<file path="config.mk">
export PLATFORM = sky130hd
export DESIGN_NAME = uart_fifo_tx
export DESIGN_NICKNAME = d
export VERILOG_FILES = /design/src/rtl/uart_fifo_tx_pkg.sv /design/src/rtl/uart_fifo_tx_tick.sv /design/src/rtl/uart_fifo_tx.sv
export SDC_FILE = /design/constraint.sdc
export NUM_CORES = 1
export LEC_CHECK = 0
export CORE_MARGIN = 8
export CORE_UTILIZATION = 59
export DETAILED_ROUTE_END_ITERATION = 16
export PLACE_DENSITY = 0.88
export SYNTH_ARGS = -nofsm -noshare
export SYNTH_HDL_FRONTEND = slang
export SYNTH_SLANG_ARGS = --single-unit
</file>
<file path="constraint.sdc">
create_clock -name clk -period 5.2 [get_ports clk]
set_clock_uncertainty 0.15 [all_clocks]
set_input_delay 1.04 -clock clk [delete_from_list [all_inputs] [get_ports clk]]
set_output_delay 1.04 -clock clk [all_outputs]
set_load 0.01 [all_outputs]
</file>
<file path="src/rtl/uart_fifo_tx_pkg.sv">
// Shared UART definitions: FSM state encoding and bit-timing helpers.
// The matching receiver uses the same package.
package uart_fifo_tx_pkg;

    typedef enum logic [1:0] {
        IDLE  = 2'd0,
        START = 2'd1,
        DATA  = 2'd2,
        STOP  = 2'd3
    } uart_state_t;

    function automatic int symbol_edge_time(input int clock_freq, input int baud_rate);
        return clock_freq / baud_rate;
    endfunction

    // Never returns 0 so that degenerate parameters still give legal vectors.
    function automatic int counter_width(input int n);
        return (n > 1) ? $clog2(n) : 1;
    endfunction

endpackage

</file>
<file path="src/rtl/uart_fifo_tx_tick.sv">
// Bit-period counter: tick is high on the final cycle of each bit period.
// While clear is high the counter holds at zero and tick stays low.
module baud_tick_gen
    import uart_fifo_tx_pkg::*;
#(
    parameter int SYMBOL_EDGE_TIME = 10
) (
    input  logic clk,
    input  logic rst,
    input  logic clear,
    output logic tick
);

    localparam int CNT_W = counter_width(SYMBOL_EDGE_TIME);
    localparam logic [CNT_W-1:0] LAST = CNT_W'(SYMBOL_EDGE_TIME - 1);

    logic [CNT_W-1:0] count;

    assign tick = !clear && (count == LAST);

    // Restarting on tick makes every bit boundary begin from zero.
    always_ff @(posedge clk) begin
        if (rst || clear || tick)
            count <= '0;
        else
            count <= count + 1'b1;
    end

endmodule

</file>
<file path="src/rtl/uart_fifo_tx.sv">
// UART transmitter that pops words from a first-word fall-through FIFO
// and sends each one as start bit, LSB-first data bits and a stop bit.
module uart_fifo_tx
    import uart_fifo_tx_pkg::*;
#(
    parameter int CLOCK_FREQ = 125_000_000,
    parameter int BAUD_RATE  = 115_200,
    parameter int WIDTH      = 8
) (
    input  logic             clk,
    input  logic             rst,
    input  logic [WIDTH-1:0] fifo_dout,
    input  logic             fifo_empty,
    output logic             fifo_rd_en,
    output logic             serial_out,
    output logic             busy
);

    localparam int SYMBOL_EDGE_TIME = symbol_edge_time(CLOCK_FREQ, BAUD_RATE);
    localparam int BIT_W = counter_width(WIDTH);
    localparam logic [BIT_W-1:0] LAST_BIT = BIT_W'(WIDTH - 1);

    uart_state_t      state;
    uart_state_t      next_state;
    logic [BIT_W-1:0] bit_idx;
    logic [BIT_W-1:0] next_bit;
    logic [WIDTH-1:0] shift_reg;
    logic             load;
    logic             rd_en;
    logic             serial_d;
    logic             serial_q;
    logic             tick;
    logic             tick_clear;

    assign tick_clear = (state == IDLE);

    baud_tick_gen #(
        .SYMBOL_EDGE_TIME(SYMBOL_EDGE_TIME)
    ) u_baud_tick_gen (
        .clk  (clk),
        .rst  (rst),
        .clear(tick_clear),
        .tick (tick)
    );

    always_comb begin
        next_state = state;
        next_bit   = bit_idx;
        load       = 1'b0;
        rd_en      = 1'b0;
        serial_d   = 1'b1;

        case (state)
            IDLE: begin
                if (!fifo_empty) begin
                    rd_en      = 1'b1;
                    load       = 1'b1;
                    next_state = START;
                end
            end
            START: begin
                if (tick) begin
                    next_state = DATA;
                    next_bit   = '0;
                end
            end
            DATA: begin
                if (tick) begin
                    if (bit_idx == LAST_BIT)
                        next_state = STOP;
                    else
                        next_bit = bit_idx + 1'b1;
                end
            end
            STOP: begin
                if (tick)
                    next_state = IDLE;
            end
            default: next_state = IDLE;
        endcase

        // The line level is computed one cycle ahead so the output is a plain flop.
        case (next_state)
            START:   serial_d = 1'b0;
            DATA:    serial_d = shift_reg[next_bit];
            default: serial_d = 1'b1;
        endcase
    end

    always_ff @(posedge clk) begin
        if (rst) begin
            state     <= IDLE;
            bit_idx   <= '0;
            shift_reg <= '0;
            serial_q  <= 1'b1;
        end else begin
            state    <= next_state;
            bit_idx  <= next_bit;
            serial_q <= serial_d;
            if (load)
                shift_reg <= fifo_dout;
        end
    end

    assign fifo_rd_en = rd_en && !rst;
    assign serial_out = serial_q;
    assign busy       = (state != IDLE);

endmodule

</file>
==> flow_metrics.py <==
metrics = {
    "power": {
        "p_seq_share_pct": 55.5,
        "p_leak_nw": 0.5678,
        "p_total_w": 0.0003744,
        "p_per_area_mw_per_mm2": 245.3,
        "p_sw_share_pct": 29.01,
        "ir_drop_mv": 0.1843,
        "power_frac_comb_pct": 21.1,
        "p_int_w": 0.0002658,
        "p_sw_w": 0.0001086,
        "p_clk_share_pct": 23.4,
    },
    "cts": {
        "h-tree-depth": 1,
        "cts.repair.resized": 0,
        "clockBufferDepth": 2,
        "post-cts-setup-buffers": 0,
        "clk_latency_ns": 0.32,
        "numCtsBuffers": 3,
        "clk_pin_slew_ns": 0.14,
        "cts_tree": "done",
        "hold_buffers": 0,
        "cts_sinks": 25,
        "root_buffer": "clkbuf_4",
    },
    "layout": {
        "largest_register_ffs": 11,
        "diodes": 0,
        "drive_above_1_share_pct": 8.929,
        "layout.nets": 188,
        "syn_to_final_growth_pct": 12.86,
    },
    "setup_path": {
        "critPathRequiredTime_ns": 4.01,
        "path_class": "input pin to output pin",
        "reg2reg_to": "serial_out$_SDFF_PP1_",
        "endpoint_kind": "output pin",
        "r2r_start": "state[0]$_SDFF_PP0_",
        "crit_arrival_ns": 2.59,
        "crit_fanout": 9,
        "r2r_cells": 9,
        "rrSetupSlack_ns": 2.01,
        "start_kind": "input pin",
    },
    "global_routing": {
        "gr-total-overflow": 0,
        "track_usage_pct": 14.64,
        "grt_first_pass_wirelength_microns": 4961,
        "grt_antenna_before_repair": 0,
        "grt_max_degree": 17,
        "grt_pass1_vias": 1180,
    },
    "route": {
        "num_vias": 1172,
        "wirelength_microns": 2955,
        "drc": 0,
        "drt_iter0_drc": 92,
        "ant_nets": 0,
        "dr.pass1.iters": 4,
        "wl_per_cell_microns": 15.08,
        "viasPerCell": 5.980,
    },
    "die": {
        "die_h_microns": 63.88,
        "die_width_microns": 63.88,
        "ioPinCount": 14,
        "start_util_pct": 61.74,
        "fp-row-count": 17,
        "core_area_sq_mm": 0.002191,
        "dieArea_sq_mm": 0.004081,
    },
    "min_path": {
        "min_from": "shift_reg[7]$_SDFFE_PP0P_",
        "hold_depth": 2,
        "whs_endpoint": "shift_reg[7]$_SDFFE_PP0P_",
        "min_path_type": "flop to flop",
    },
    "synthesis": {
        "synthTopCellsByArea": "dfxtp_1, ha_1, nand2_1",
        "synth_top_family_by_area": "simple AND/OR/NAND/NOR gates",
        "synthTopCellsByCount": "dfxtp_1, nand2_1, nor2_1, a21oi_1",
        "syn_nets": 174,
        "synthXorXnorAreaFrac_pct": 5.828,
        "seq_area_frac_synth_pct": 37.00,
        "yosysTopAreaCell": "dfxtp_1",
        "yosysTopAreaCellShare_pct": 37.00,
        "syn_avg_cell_area_sq_um": 8.726,
        "synthDistinctLibCells": 41,
        "synth_cells": 155,
        "synth_mux_area_share_pct": 3.053,
        "yosysWarnings": 0,
        "async_flop_share_pct": 0,
        "synth_edf_count": 0,
        "synth_fa_ha_area_share_pct": 7.401,
        "ys.flop_type": "dfxtp_1",
        "synthesis.area_sq_mm": 0.001353,
        "synth_most_common_cell": "dfxtp_1",
        "synth_compound_area_share_pct": 18.32,
        "synth_seq_cells": 25,
        "synth_simple_gate_area_share_pct": 24.79,
    },
    "timing": {
        "finalCritPeriodShare_pct": 72.68,
        "fin_crit_ns": 3.779,
        "slew_viol_final": 0,
        "maxSlewHeadroom_pct": 59.72,
        "setup_ws_ns": 1.421,
        "finalHoldViolations": 0,
        "rsz0062_at_grt": "false",
        "fmax_ghz": 0.2646,
        "timing.hold.ws_ns": 0.3206,
        "final-setup-viol-count": 0,
        "tns_ns": 0,
        "tightestPinTransition_ns": 0.6019,
    },
    "job": {
        "cap_violations": 0,
    },
    "placed_design": {
        "hpwl_microns": 2243,
        "dp_slack_ns": 1.477,
        "gp_congestion": 0.7722,
        "port_buffers": 13,
    },
    "outcome": {
        "status": "finished clean",
    },
}
==> cell families (layout without fill, tap and decap cells) <==
kind of cell | count (synthesis) | after routing
compound gates | 30 | 30
xor+xnor | 9 | 9
flops | 25 | 25
fa+ha+maj | 8 | 8
simple gates | 67 | 67
buf+inv | 12 | 25
mux | 4 | 4
==> cells in the final DEF, fill, tap and decap left out, drive strengths merged, types with 2 or more instances in the layout <==
| cell | n |
|---|---|
| mux2i | 3 |
| xor2 | 7 |
| clkbuf | 3 |
| dfxtp | 25 |
| nand2 | 24 |
| nand3 | 9 |
| clkdlybuf4s50 | 13 |
| a31oi | 2 |
| and3 | 4 |
| nor2 | 19 |
| ha | 8 |
| a221oi | 2 |
| a21oi | 11 |
| nand4 | 2 |
| a2111oi | 2 |
| inv | 8 |
| xnor2 | 2 |
| or3 | 2 |
| o21ai | 3 |
==> worst max-delay path, stage by stage <==
cell and delay, ns:
clkdlybuf4s50_1 0.49, nand2b_1 0.34, nor2_1 0.16, clkdlybuf4s50_1 0.56
==> how the worst max path moves through the flow <==
stage | startpoint | endpoint | cells after the start
final | fifo_empty | fifo_rd_en | 4
after global routing | fifo_empty | fifo_rd_en | 4
after CTS | fifo_empty | fifo_rd_en | 4
after detailed placement | fifo_empty | fifo_rd_en | 4
after global placement | fifo_empty | fifo_rd_en | 4
after floorplan | state[0]$_SDFF_PP0_ | serial_out$_SDFF_PP1_ | 9
==> metrics by stage <==
| stage | utilization [%] | cell area (sq um) | cells |
|---|---|---|---|
| 2_1_floorplan | - | 1353 | 155 |
| 3_3_place_gp | 68.42 | 1499 | 192 |
| 3_5_place_dp | 68.42 | 1499 | 192 |
| 4_1_cts | 69.67 | 1526 | 196 |
| 5_1_grt | 69.67 | 1526 | 196 |
| 6_report | 69.67 | 1526 | 196 |
==> layout make-up <==
| class | count | area (sq um) |
|---|---|---|
| Multi-Input combinational cell | 118 | 803.3 |
| Fill cell | 161 | 664.4 |
| Sequential cell | 25 | 500.5 |
| Timing Repair Buffer | 13 | 130.1 |
| Tap cell | 28 | 35.03 |
| Inverter | 8 | 30.03 |
| Clock buffer | 3 | 22.52 |
| Clock inverter | 1 | 5.005 |
==> power groups by stage <==
stage                     registers, W  clock network, W   logic, W
after floorplan               0.000211                 0  0.0000504
after global placement        0.000211                 0  0.0000732
after detailed placement      0.000212                 0  0.0000781
after CTS                     0.000207         0.0000885  0.0000784
after global routing          0.000209         0.0000967  0.0000855
final                         0.000208         0.0000876  0.0000791
==> per-layer routing <==
layer / up-vias / GRT usage [%] / share of wire (%)
met2: 45 / 23.96 / 50
li1: 569 / - / -
met5: - / 0 / 0
met1: 550 / 16.17 / 42
met4: 0 / 10.03 / 2.7
met3: 8 / 4.007 / 5.3
(Power assumes the default switching activity.)
